$ cat src/rtl/ddc_nch_config_router.sv
// rtl/ddc_nch_config_router.sv - config front-end fanning one upstream transfer out to a masked set of DDC channels
module ddc_nch_config_router #(
  parameter int CH_NUM       = 4,
  parameter int CONFIG_WIDTH = 32,
  parameter int CFG_WORD_NUM = 1218,
  parameter int CNT_WIDTH    = 11,
  parameter int TIMEOUT_CYC  = 65535,
  parameter int TO_WIDTH     = 16
) (
  input  logic                    CLK,
  input  logic                    nRST,
  input  logic                    isConfig,
  input  logic [CONFIG_WIDTH-1:0] Data_Config_In,
  input  logic                    Data_Config_In_Valid,
  output logic                    isConfigACK,
  output logic                    isConfigDone,
  output logic                    isConfigErr,
  output logic [1:0]              Err_Code,
  output logic [CH_NUM-1:0]       Active_Mask,
  output logic [CH_NUM-1:0]       Chan_isConfig,
  output logic [CONFIG_WIDTH-1:0] Chan_Data_Config_Out,
  output logic [CH_NUM-1:0]       Chan_Data_Config_Valid,
  input  logic [CH_NUM-1:0]       Chan_isConfigACK,
  input  logic [CH_NUM-1:0]       Chan_isConfigDone
);

  typedef enum logic [2:0] {
    IDLE,
    HDR,
    REQ,
    STREAM,
    WAIT_DONE,
    FIN,
    ERR
  } stateType;

  localparam logic [1:0]           ERR_EMPTY   = 2'd1;
  localparam logic [1:0]           ERR_TIMEOUT = 2'd2;
  localparam logic [1:0]           ERR_ABORT   = 2'd3;
  localparam logic [CNT_WIDTH-1:0] LAST_WORD   = CNT_WIDTH'(CFG_WORD_NUM - 1);
  localparam logic [TO_WIDTH-1:0]  TO_LAST     = TO_WIDTH'(TIMEOUT_CYC - 1);

  stateType                state, stateNext;
  logic [CH_NUM-1:0]       ackSticky, ackStickyNext;
  logic [CH_NUM-1:0]       doneSticky, doneStickyNext;
  logic [TO_WIDTH-1:0]     toCnt, toCntNext;
  logic [CNT_WIDTH-1:0]    wordCnt, wordCntNext;
  logic [CH_NUM-1:0]       maskNext, chanCfgNext, validNext;
  logic [1:0]              errCodeNext;
  logic [CONFIG_WIDTH-1:0] dataNext;
  logic                    ackPulseNext, donePulseNext, errPulseNext;

  logic [CH_NUM-1:0]       hdrMask;
  logic [CH_NUM-1:0]       ackSeen, doneSeen;
  logic                    ackAll, doneAll;

  // Top header bit overrides the mask field and selects every channel.
  assign hdrMask  = Data_Config_In[CONFIG_WIDTH-1] ? {CH_NUM{1'b1}} : Data_Config_In[CH_NUM-1:0];
  assign ackSeen  = ackSticky | (Chan_isConfigACK & Active_Mask);
  assign doneSeen = doneSticky | (Chan_isConfigDone & Active_Mask);
  assign ackAll   = (ackSeen == Active_Mask);
  assign doneAll  = (doneSeen == Active_Mask);

  always_ff @(posedge CLK or negedge nRST) begin
    if (!nRST) begin
      state                  <= IDLE;
      ackSticky              <= '0;
      doneSticky             <= '0;
      toCnt                  <= '0;
      wordCnt                <= '0;
      Active_Mask            <= '0;
      Err_Code               <= '0;
      Chan_isConfig          <= '0;
      Chan_Data_Config_Out   <= '0;
      Chan_Data_Config_Valid <= '0;
      isConfigACK            <= 1'b0;
      isConfigDone           <= 1'b0;
      isConfigErr            <= 1'b0;
    end else begin
      state                  <= stateNext;
      ackSticky              <= ackStickyNext;
      doneSticky             <= doneStickyNext;
      toCnt                  <= toCntNext;
      wordCnt                <= wordCntNext;
      Active_Mask            <= maskNext;
      Err_Code               <= errCodeNext;
      Chan_isConfig          <= chanCfgNext;
      Chan_Data_Config_Out   <= dataNext;
      Chan_Data_Config_Valid <= validNext;
      isConfigACK            <= ackPulseNext;
      isConfigDone           <= donePulseNext;
      isConfigErr            <= errPulseNext;
    end
  end

  always_comb begin
    stateNext      = state;
    ackStickyNext  = ackSticky;
    doneStickyNext = doneSticky;
    toCntNext      = toCnt;
    wordCntNext    = wordCnt;
    maskNext       = Active_Mask;
    errCodeNext    = Err_Code;
    chanCfgNext    = Chan_isConfig;
    dataNext       = Chan_Data_Config_Out;
    validNext      = '0;
    ackPulseNext   = 1'b0;
    donePulseNext  = 1'b0;
    errPulseNext   = 1'b0;

    case (state)
      IDLE: begin
        if (isConfig) stateNext = HDR;
      end

      HDR: begin
        if (!isConfig) begin
          stateNext = IDLE;
        end else if (Data_Config_In_Valid) begin
          if (hdrMask == '0) begin
            stateNext    = ERR;
            errCodeNext  = ERR_EMPTY;
            errPulseNext = 1'b1;
          end else begin
            stateNext     = REQ;
            maskNext      = hdrMask;
            errCodeNext   = '0;
            chanCfgNext   = hdrMask;
            ackStickyNext = '0;
            toCntNext     = '0;
          end
        end
      end

      REQ: begin
        if (!isConfig) begin
          stateNext    = ERR;
          errCodeNext  = ERR_ABORT;
          errPulseNext = 1'b1;
          chanCfgNext  = '0;
        end else if (ackAll) begin
          stateNext    = STREAM;
          ackPulseNext = 1'b1;
          wordCntNext  = '0;
        end else if (toCnt == TO_LAST) begin
          stateNext    = ERR;
          errCodeNext  = ERR_TIMEOUT;
          errPulseNext = 1'b1;
          chanCfgNext  = '0;
        end else begin
          ackStickyNext = ackSeen;
          toCntNext     = toCnt + TO_WIDTH'(1);
        end
      end

      STREAM: begin
        if (!isConfig) begin
          stateNext    = ERR;
          errCodeNext  = ERR_ABORT;
          errPulseNext = 1'b1;
          chanCfgNext  = '0;
        end else if (Data_Config_In_Valid) begin
          dataNext  = Data_Config_In;
          validNext = Active_Mask;
          if (wordCnt == LAST_WORD) begin
            stateNext      = WAIT_DONE;
            doneStickyNext = '0;
            toCntNext      = '0;
          end else begin
            wordCntNext = wordCnt + CNT_WIDTH'(1);
          end
        end
      end

      WAIT_DONE: begin
        if (!isConfig) begin
          stateNext    = ERR;
          errCodeNext  = ERR_ABORT;
          errPulseNext = 1'b1;
          chanCfgNext  = '0;
        end else if (doneAll) begin
          stateNext     = FIN;
          donePulseNext = 1'b1;
          chanCfgNext   = '0;
        end else if (toCnt == TO_LAST) begin
          stateNext    = ERR;
          errCodeNext  = ERR_TIMEOUT;
          errPulseNext = 1'b1;
          chanCfgNext  = '0;
        end else begin
          doneStickyNext = doneSeen;
          toCntNext      = toCnt + TO_WIDTH'(1);
        end
      end

      // A new transfer is only accepted once the requester has released isConfig.
      FIN: begin
        if (!isConfig) stateNext = IDLE;
      end

      ERR: begin
        chanCfgNext = '0;
        if (!isConfig) stateNext = IDLE;
      end

      default: begin
        stateNext   = IDLE;
        chanCfgNext = '0;
      end
    endcase
  end

endmodule
$ cat config.mk
export PLATFORM = sky130hd
export DESIGN_NAME = ddc_nch_config_router
export DESIGN_NICKNAME = d
export VERILOG_FILES = /design/src/rtl/ddc_nch_config_router.sv
export SDC_FILE = /design/constraint.sdc
export NUM_CORES = 1
export LEC_CHECK = 0
export BUFFER_PORTS_ARGS = -buffer_cell sky130_fd_sc_hd__buf_2
export CAP_MARGIN = 20
export CORE_ASPECT_RATIO = 1.4
export CORE_MARGIN = 1
export CORE_UTILIZATION = 55
export CTS_BUF_LIST = sky130_fd_sc_hd__clkbuf_8
export CTS_CLUSTER_SIZE = 28
export DETAILED_ROUTE_END_ITERATION = 10
export PLACE_DENSITY = 0.91
export SYNTH_ARGS = -nofsm -noshare
export SYNTH_HDL_FRONTEND = slang
export SYNTH_SLANG_ARGS = --single-unit
$ cat constraint.sdc
create_clock -name CLK -period 4.54 [get_ports CLK]
set_input_delay 0.908 -clock CLK [delete_from_list [all_inputs] [get_ports CLK]]
set_output_delay 0.908 -clock CLK [all_outputs]
set_load 0.02 [all_outputs]
# After elaboration in Yosys (flattened, before gate mapping)
# Cells that the tools add are included.
[totals] elab_cells=156 in_bits=44 regBits=87
[op_classes] addsub=2 muxes=86 eq_ne=32 n_reduce_logical=17 bitwise_logic=6
[op_table] operator="$mux 16" count=11
[op_table] operator="$mux 4" count=25
[op_table] operator="$pmux 16 s4" count=1
[op_table] operator="$mux 11" count=5
[op_table] operator="$mux 3" count=13
[op_table] operator="$ne 2x2->1 const B" count=17
[op_table] operator="$pmux 11 s2" count=1
[op_table] operator="$pmux 4 s5" count=1
[op_table] operator="$pmux 3 s6" count=1
[op_table] operator="$reduce_and 6->1" count=3
[op_table] operator="$add 16x1->16 const B" count=1
[op_table] operator="$eq 16x16->1 const B" count=1
[op_table] operator="$mux 1" count=16
[op_table] operator="$mux 2" count=8
[op_table] operator="$pmux 4 s2" count=2
[op_table] operator="$ne 3x3->1 const B" count=5
[op_table] operator="$reduce_and 7->1" count=2
[op_table] operator="$add 11x1->11 const B" count=1
[op_table] operator="$eq 11x11->1 const B" count=1
[op_table] operator="$reduce_and 11->1" count=1
[op_table] operator="$eq 3x3->1 const B" count=3
[op_table] operator="$and 4x4->4" count=2
[op_table] operator="$eq 4x4->1" count=2
[op_table] operator="$or 4x4->4" count=2
[op_table] operator="13 further kinds" count=18

# Logic depth before layout (Yosys ltp)
# Gate-level depths: netlist of run 1.
[depth] word_depth=6 mapped_depth=9 depth_no_buf=8

# Least setup slack after synthesis of run 1
# No wires, ideal clock.
[synth_timing] path_type="input-to-reg" startpoint="input Data_Config_In[31]" endpoint="register toCnt[7]" stages=8 t_arrival_ps=2454 path_buffers=2 path_slack_ps=1940 path_cell_list="or4_1 > nor2_1 > o22ai_1 > a21oi_1 > or2_1 > buf_6 > buf_12 > o41ai_2"
[synth_via] elab_chain_cells=4
[synth_lines] element="from (decl)" line_no="13" rtl="input logic [CONFIG_WIDTH-1:0] Data_Config_In,"
[synth_lines] element="$mux 4" line_no="58" rtl="assign hdrMask = Data_Config_In[CONFIG_WIDTH-1] ? {CH_NUM{1'b1}} : Data_Config_In[CH_NUM-1:0];"
[synth_lines] element="$logic_not 4->1" line_no="120" rtl="if (hdrMask == '0) begin"
[synth_lines] element="$ne 2x2->1 (no line)"
[synth_lines] element="$reduce_and 11->1 (no line)"
[synth_lines] element="to (signal assigned)" line_no="83" rtl="toCnt <= toCntNext;"
[synth_lines] element="to (decl)" line_no="46" rtl="logic [TO_WIDTH-1:0] toCnt, toCntNext;"
# Every way passes these cells.
# A chain may end at the register's enable or synchronous reset.

# Worst setup path in the final report of run 1
[layout_timing] startpoint="input Data_Config_In[31]" endpoint="register toCnt[14]"
# Same word-level chain as after synthesis.

==> results.md, run 1 <==
- Drt initial violations: 241
- Family with the most delay on the worst path: simple AND/OR/NAND/NOR gates
- Gr usage total: 28.35%
- H-tree depth: 3
- Number of synthesized register bits: 87
- Slew Limit Headroom: 30.60%
- Fin. Hold Viols: 0
- Highest clock rate: 0.3453 GHz
- Fill count: 544
- Clock Power Share: 19.1%
- Clk root buf: clkbuf_8
- Post-synth EDFFs: 0
- Pin count of the biggest net entering global routing: 88
- Dpl ws: 1295 ps
- DP Wirelength: 7375 um
- Initial antenna violation count: 0
- Worst EP arrival: 3200 ps
- Sequential area share after synthesis: 50.32%
- RSZ-0062 raised after global routing: no
- DR vias: 3785
- Reg power frac: 39.5%
- WHS: 474.5 ps
- First drt pass iteration count: 5
- Share of cells above drive strength 1: 31.03%
- Post-layout util: 67.87%
- Syn_nets: 460
- Hold Path Class: input pin to asynchronous set/reset pin
- Asr flop ratio synth: 100.0%
- Logic pwr share: 41.4%
- First-pass GRT wire length: 18020 um
- Fin crit share: 63.80%
- Synth Instances: 412
- Setup TNS: 0 ps
- Synth area leader: dfrtp_1
- Die width: 76.96 um
- Worst-Margin Slew: 1032 ps
- Number of port buffers: 92
- Hold Buf Count CTS: 0
- Max Cap Violations: 0
- DRT Wirelength: 10760 um
- Post-CTS setup buffers: 0
- Gpl congestion: 0.8935
- Initial Util: 57.69%
- Slowest CP cell: or4_1
- Ys Warns: 0
- Post-synth cell types: 62
- Worst-skew pair later-pin latency: 380 ps
- N_diodes: 0
- # resized after CTS: 0
- Post-Place Cells: 585
- Clock sinks: 87
- Status: complete, no violations
- Avg Cell Area, Syn: 10.50 um2
- Crit path kind: input pin to register
- Floorplan row count: 37
- Worst EP required: 4850 ps
- Max stage delay on crit path: 560 ps
- Maximum clock path buffer count: 2
- Routed Antenna Nets: 0
- Vias in the first global route: 3750
- Worst-path fanout max: 14
- Worst vdd ir: 0.4602 mV
- Post-layout minimum cycle time: 2896 ps
- Area delta synth->final: 17.64%
- Startpoint types: input pin
- Cell Chain, Critical Path: buf_2 > or4_1 > nor2_1 > o22ai_1 > a21oi_1 > or2_1 > a221o_1
- Critical path endpoint category: register
- Drt drc: 0
- Main synth FF type: dfrtp_1
- Core area: 7500 um2
- Nets: 549
- Net Sw Frac: 42.28%
- Post-Synthesis Cell Area: 4327 um2
- Pint: 1.859 mW
- Non-filler cells, final: 603
- # setup viols final: 0
- Final WS setup: 1644 ps
- Pwr dens: 633.0 nW/um2
- Vias per cell: 6.277
- LEAKAGE: 2.489 nW
- Ports: 93
- Synth area leaders: dfrtp_1, mux2_2, nor2_1
- Clock Skew: 12.33 ps
- Die ar.: 8230 um2
- Reg clk slew, reported paths: 80 ps
- Buf/Inv on CP: 1
- Die height: 106.9 um
- Top cell type's share of synthesized area: 50.32%
- Final Slew Violations: 0
- Sw power: 1.362 mW
- CTS tree: yes
- Grt ovf: 0
- CTS Buf Count: 9
- WL/cell: 17.84 um
worst register-to-register path: stages (launching register included):
cell and delay [ps]:
dfrtp_1 550, nor2b_1 90, a2111o_1 390, or3_4 450, o221ai_4 450, or2_1 520, a221o_1 260
synth_stat cells (2+ instances only):
cell type,count
nand4_1,8
and4_1,2
o21ai_0,22
a221o_1,5
xnor2_1,7
buf_2,2
a211o_1,6
and3_1,12
nor4_1,10
nor2_1,36
a2111oi_0,2
buf_6,2
a21o_1,4
dfrtp_1,87
ha_1,4
clkbuf_1,14
o211ai_1,3
nand2b_1,4
nor2b_1,5
o22ai_1,4
a21oi_1,18
a211oi_1,3
o21a_1,4
and2_1,2
a32o_1,4
o31ai_1,5
mux2_2,32
a31oi_1,6
nor3_1,6
inv_1,14
o31a_1,2
or4_1,2
nand3_1,16
a22oi_1,2
nand2_1,30
kinds of logic after synthesis:
| group | share of synthesized area (%) |
|---|---|
| mux | 8.329 |
| simple gates | 16.83 |
| buf+inv | 3.817 |
| compound gates | 17.93 |
| xor+xnor | 1.619 |
| fa+ha+maj | 1.157 |
| flops | 50.32 |
power by group through the flow:
stage | Combinational (mW) | Sequential [mW] | Clock, mW
floorplan | 0.780 | 1.39 | 0
global placement | 1.25 | 1.25 | 0
detailed placement | 1.31 | 1.27 | 0
CTS | 1.33 | 1.26 | 0.623
global route | 1.44 | 1.31 | 0.647
finish | 1.33 | 1.27 | 0.617
final timing paths:
| check | start | endpoint | slack (ps) | cells after the start |
|---|---|---|---|---|
| worst max register to register | Active_Mask[0] | toCnt[14] | 1770 | 6 |
| worst min-delay path | nRST | toCnt[2] | 470 | 1 |
| worst max-delay path | Data_Config_In[31] | toCnt[14] | 1640 | 7 |
| worst min register to register | Chan_isConfig[3] | Chan_isConfig[3] | 490 | 2 |
| min in group CLK | Chan_isConfig[3] | Chan_isConfig[3] | 490 | 2 |
| max in group asynchronous | nRST | Chan_Data_Config_Out[27] | 3460 | 2 |
flip-flops by register name, indices dropped and copies added, names as in the netlist:
register and count:
toCnt 16, doneSticky 4, isConfigErr 1, ackSticky 4
Active_Mask 4, isConfigACK 1, wordCnt 11, state 3
Chan_Data_Config_Out 32, Chan_isConfig 4, Err_Code 2, isConfigDone 1
Chan_Data_Config_Valid 4
per-stage QoR:
stage | instance area (um2) | power, mW
3_5_place_dp | 4828 | 2.575
2_1_floorplan | 4327 | 2.168
5_1_grt | 5090 | 3.391
4_1_cts | 5057 | 3.209
3_3_place_gp | 4828 | 2.500
6_report | 5090 | 3.222
per-layer routing:
metal  vias up  routed length (um)  GRT usage [%]
met5         -                   0              0
met2       191                5529          48.15
met4         0                 343          13.19
li1       1700                   -              -
met1      1855                4106          33.33
met3        39                 781          7.489
placed cells by master, fill, tap and decap left out, drive strengths merged, types with 3 or more instances in the layout:
cell	count
nor2	37
o21a	4
nor4	10
o31ai	5
o21ai	22
a31oi	6
mux2	32
buf	96
ha	4
nor3	6
o211ai	3
a21oi	18
dfrtp	87
o31a	3
a2111oi	4
nand2	30
clkbuf	11
a32o	4
nand4	8
nand3	16
xnor2	7
inv	18
a21o	4
o22ai	4
a221o	5
and3	12
and2	3
nor2b	5
a211o	6
a211oi	3
nand2b	4
final cells by class:
type                    count  area, um2  share of cell area, %
clock buffers              10      137.6                  2.704
flip-flops and latches     87       2177                  42.77
inverters                  16      60.06                  1.180
well taps                  97      121.4                  2.384
repair buffers             97      518.0                  10.18
multi-input cells         290       1984                  38.99
clock inverters             6      91.34                  1.794
Power figures use the tool's default switching activity.
==> inputs of run 2 (changes only) <==
- clock period: 4.54 -> 3 ns (I/O delays scaled with it)
==> run 2 against run 1 <==
- global-route usage grew 1.3 points
- sequential power is 51% higher
- first-iteration DRC count fell by 7.5%
- wire length grew 7.8%
- count of clock-buffer cells in the layout is the same
- sequential cell count did not move
- design area grew 0.52%
==> results.md, run 2 (synthesis gave the netlist of run 1 again) <==
- Worst EP arrival: 2740 ps
- Startpoint types: register
- Hold Path Class: input pin to asynchronous set/reset pin
- Family with the most delay on the worst path: compound AO/OA/AOI/OAI gates
- DR vias: 3807
- Floorplan row count: 37
- Core area: 7500 um2
- Drt drc: 0
- Cell Area, Placed: 4888 um2
- Reg clk slew, reported paths: 90 ps
- First drt pass iteration count: 4
- Max stage delay on crit path: 650 ps
- Fin. Hold Viols: 0
- Clk root buf: clkbuf_8
- Non-filler cells, final: 610
- First-pass GRT wire length: 18630 um
- WL/cell: 19.01 um
- Crit path kind: register to register
- Max reg flops: 32
- Maximum clock path buffer count: 2
- Worst EP required: 3240 ps
- Pwr dens: 947.6 nW/um2
- Die ar.: 8230 um2
- Slew Limit Headroom: 58.56%
- Initial antenna violation count: 0
- RSZ-0062 raised after global routing: no
- N_diodes: 0
- Final non-filler cell area: 5116 um2
- # resized after CTS: 0
- Post-CTS setup buffers: 0
- Gpl congestion: 0.9053
- Critical path endpoint category: register
- Worst-path fanout max: 9
- Total power: 4.848 mW
- Die width: 76.96 um
- Worst vdd ir: 0.7310 mV
- Most flop-heavy register: Chan_Data_Config_Out
- Most common cell after layout, fill and taps aside: buf_2
- Vias per cell: 6.241
- # setup viols final: 0
- Fill count: 561
- Worst-skew pair later-pin latency: 370 ps
- Gr usage total: 29.64%
- CTS tree: yes
- DRT Wirelength: 11600 um
- Routed Antenna Nets: 0
- Fin crit share: 83.08%
- Area delta synth->final: 18.25%
- Max Cap Violations: 0
- LEAKAGE: 2.512 nW
- Grt ovf: 0
- Worst reg2reg startpoint: Active_Mask[1]
- Buf/Inv on CP: 0
- Worst-Margin Slew: 605.9 ps
- Number of port buffers: 92
- Pin count of the biggest net entering global routing: 88
- Post-Place Cells: 593
- CTS Buf Count: 9
- Status: complete, no violations
- Final Slew Violations: 0
- Cell Chain, Critical Path: and2b_2 > a2111oi_4 > nand4_1 > a2111oi_0 > xnor2_1 > nor2_1
- Commonest cells after routing, fill and taps aside: buf_2, dfrtp_1, nor2_1
- Clock sinks: 87
- R2r setup slk: 510 ps
- Drt initial violations: 223
- Hold Buf Count CTS: 0
- Nets: 556
- H-tree depth: 3
- Highest clock rate: 0.4012 GHz
- Regs by FF count: Chan_Data_Config_Out: 32 flops, toCnt: 16 flops, wordCnt: 11 flops
- Vias in the first global route: 3813
- DP Wirelength: 7774 um
- Die height: 106.9 um
- Initial Util: 57.69%
- Slowest CP cell: a2111oi_0
- Clock Skew: 10.32 ps
- WHS: 101.2 ps
- Setup TNS: 0 ps
- Critical path origin: Active_Mask[1]
- Ports: 93
- Post-layout minimum cycle time: 2492 ps
- Share of cells above drive strength 1: 31.77%
## run 2: routing by layer
layer / wire, um / up-vias / global-route usage [%]
li1: - / 1713 / -
met1: 4285 / 1864 / 32.73
met2: 6021 / 198 / 52.87
met3: 900 / 32 / 7.064
met4: 393 / 0 / 14.70
met5: 0 / - / 0
## run 2: through the flow
step | utilization (%) | setup WS, ps
floorplan | - | 707.8
global placement | 65.18 | 413.0
detailed placement | 65.18 | 347.6
CTS | 67.85 | 510.0
global route | 68.22 | 335.8
finish | 68.22 | 507.5
## run 2: area by class of cell
cell class / count / area, um2 / area share, %
sequential: 87 / 2177 / 42.55
multi-input combinational: 290 / 1984 / 38.79
inverter: 16 / 60.06 / 1.174
clock buffer: 10 / 137.6 / 2.690
clock inverter: 6 / 62.56 / 1.223
timing repair buffer: 104 / 573.1 / 11.20
tap: 97 / 121.4 / 2.372
## run 2: path summary, 6_finish.rpt
check / end / depth (start not counted)
max reg2reg: wordCnt[7] / 6
max: wordCnt[7] / 6
min reg2reg: Err_Code[0] / 1
min in group CLK: Chan_Data_Config_Out[23] / 2
max in group asynchronous: Chan_Data_Config_Out[13] / 2
min: toCnt[7] / 1
## run 2: where the power goes
group / leakage, nW / internal [mW] / total [mW] / switching (mW)
clock network: 0.105 / 0.404 / 0.826 / 0.422
logic: 1.27 / 0.817 / 2.11 / 1.29
registers: 1.14 / 1.54 / 1.92 / 0.372
total: 2.51 / 2.77 / 4.85 / 2.08
## run 2: worst reg2reg max path: cells and delay by family (launching register included)
kind / cells / cell delay [ps]
and+or+nand+nor: 3 / 660
AOI/OAI and AO/OA: 2 / 1000
xor gates and xnor gates: 1 / 200
DFF: 1 / 510
==> inputs of run 3 (changes only) <==
- CORE_UTILIZATION: 55 -> 51
- PLACE_DENSITY: 0.91 -> 0.89
- clock period: 3 -> 2 ns (I/O delays scaled with it)
==> run 3 against run 2 <==
- largest cell class is now multi-input gates
- design area up 19%
- clock skew grew 0.52 ps
- hold slack better by 150 ps
- power rose by 76%
- the run now ends with setup timing left
- wire length increased by 15%
- count of clock-buffer cells in the layout fell by 1
- clock power increased by 54%
- core utilization increased by 5.8 points
- critical path depth is 3 higher
==> results.md, run 3 (synthesis gave the netlist of run 1 again) <==
- R2R cell count: 9
- Final WS setup: -216.9 ps
- Worst EP arrival: 2490 ps
- Status: finished with violations
- First-pass GRT wire length: 21120 um
- Net Sw Frac: 41.81%
- Reg clk slew, reported paths: 90 ps
- Fin crit share: 110.8%
- Grt ovf: 0
- Non-filler cells, final: 706
- Reg power frac: 31.8%
- Max reg flops: 32
- Commonest cells after routing, fill and taps aside: buf_4, buf_2, dfrtp_1
- Reg area: 2182 um2
- Core area: 8198 um2
- Vias per cell: 6.074
- Slew Limit Headroom: 70.45%
- Clock Skew: 10.84 ps
- Total power: 8.548 mW
- Post-layout util: 74.05%
- Initial antenna violation count: 0
- First drt pass iteration count: 5
- Hold Path Class: input pin to register
- Post-Place Cells: 679
- Gr usage total: 30.90%
- Logic pwr share: 53.3%
- Worst EP required: 2270 ps
- DR vias: 4288
- Critical path origin: doneSticky[2]
- Worst-skew pair later-pin latency: 370 ps
- Worst Setup EP: toCnt[5]
- Floorplan row count: 39
- Worst reg2reg startpoint: doneSticky[2]
- RSZ-0062 raised after global routing: yes
- Die height: 111.0 um
- Pint: 4.974 mW
- Die ar.: 8861 um2
- Clock sinks: 87
- DRT Wirelength: 13370 um
- Pwr dens: 1408 nW/um2
- Fill count: 511
- H-tree depth: 3
- Startpoint types: register
- WHS: 255.8 ps
- Maximum clock path buffer count: 2
- Max Cap Violations: 0
- R2R Path End: toCnt[5]
- # setup viols final: 25
- Pin count of the biggest net entering global routing: 49
- Fin. Hold Viols: 0
- Drt drc: 0
- Die width: 79.85 um
- N_diodes: 0
- Critical path endpoint category: register
- Multi-input logic area: 2195 um2
- Ports: 93
- Regs by FF count: Chan_Data_Config_Out: 32 flops, toCnt: 16 flops, wordCnt: 11 flops
- Clock Power Share: 14.9%
- Most flop-heavy register: Chan_Data_Config_Out
- Final Slew Violations: 0
- Violated checks: setup timing
- Area delta synth->final: 40.31%
- CTS tree: yes
- Nets: 647
- Sw power: 3.574 mW
- Vias in the first global route: 4420
- R2r setup slk: -220 ps
- WL/cell: 18.93 um
- Highest clock rate: 0.4511 GHz
- Clk root buf: clkbuf_8
- Routed Antenna Nets: 0
- Worst-path fanout max: 4
- Share of cells above drive strength 1: 47.35%
- Most common cell after layout, fill and taps aside: buf_4
- Drt initial violations: 323
- Number of port buffers: 92
- DP Wirelength: 8973 um
- Post-layout minimum cycle time: 2217 ps
- Worst-Margin Slew: 439.2 ps
- Gpl congestion: 0.9265
- LEAKAGE: 2.980 nW
- CTS Buf Count: 9
- Crit path kind: register to register
- Worst vdd ir: 1.029 mV
- Initial Util: 52.78%
[run 3: cell types whose count changed in the layout (fill, tap and decap cells not counted), sizes merged]
cell / change
buf: +90
clkbuf: -1
clkinv: -2
clkinvlp: +1
dlygate4sd3: +1
inv: +2
[run 3: worst min path at each step]
stage	from	endpoint	slack, ps	depth (start not counted)
floorplan	nRST	Active_Mask[0]	100	0
global placement	nRST	toCnt[9]	290	1
detailed placement	nRST	toCnt[7]	290	1
CTS	Data_Config_In[24]	Chan_Data_Config_Out[24]	240	2
global route	Data_Config_In[9]	Chan_Data_Config_Out[9]	250	2
finish	Data_Config_In[24]	Chan_Data_Config_Out[24]	260	2
[run 3: per-stage QoR]
step	TNS, ps	worst slack, ps	instance area (um2)
6_report	-3666	-216.9	6071
5_1_grt	-5827	-286.6	6071
4_1_cts	-1824	-190.0	5887
3_5_place_dp	-4933	-342.3	5548
3_3_place_gp	-3206	-235.0	5548
2_1_floorplan	-1486	-123.2	4344
[run 3: cell type report]
| class | count | share of cell area [%] |
|---|---|---|
| multi-input combinational | 290 | 36.15 |
| clock inverter | 7 | 1.257 |
| clock buffer | 9 | 2.040 |
| timing repair buffer | 195 | 21.46 |
| sequential | 87 | 35.94 |
| tap | 102 | 2.102 |
| inverter | 16 | 1.051 |
[run 3: power by group through the flow]
stage,Clock [mW],Combinational (mW),Sequential (mW)
3_3_place_gp,0,3.68,2.65
2_1_floorplan,0,1.78,3.16
5_1_grt,1.34,4.82,2.77
6_report,1.27,4.56,2.72
4_1_cts,1.28,4.06,2.69
3_5_place_dp,0,3.84,2.71
[run 3: critical path, stage by stage, from the launching register on]
cell,delay (ps)
dfrtp_1,390
nor2b_1,140
a2111o_1,400
or3_4,400
o221ai_4,220
buf_4,160
buf_6,110
buf_4,120
o31ai_2,70
o21a_1,110
[run 3: routing by layer]
metal / vias up / track usage (%) / share of wire [%]
li1: 1897 / - / -
met1: 2099 / 33.70 / 36
met2: 235 / 54.87 / 54
met3: 57 / 6.584 / 6.3
met4: 0 / 15.83 / 4.0
met5: - / 0 / 0
[run 3: repair_timing]
action	in CTS	in global routing
resized for setup	20	31
setup buffers	3	6
cloned	1	0
pin swaps	4	11
hold endpoints to repair	15	0
endpoints found under the setup margin	25	37
hold buffers	1	0
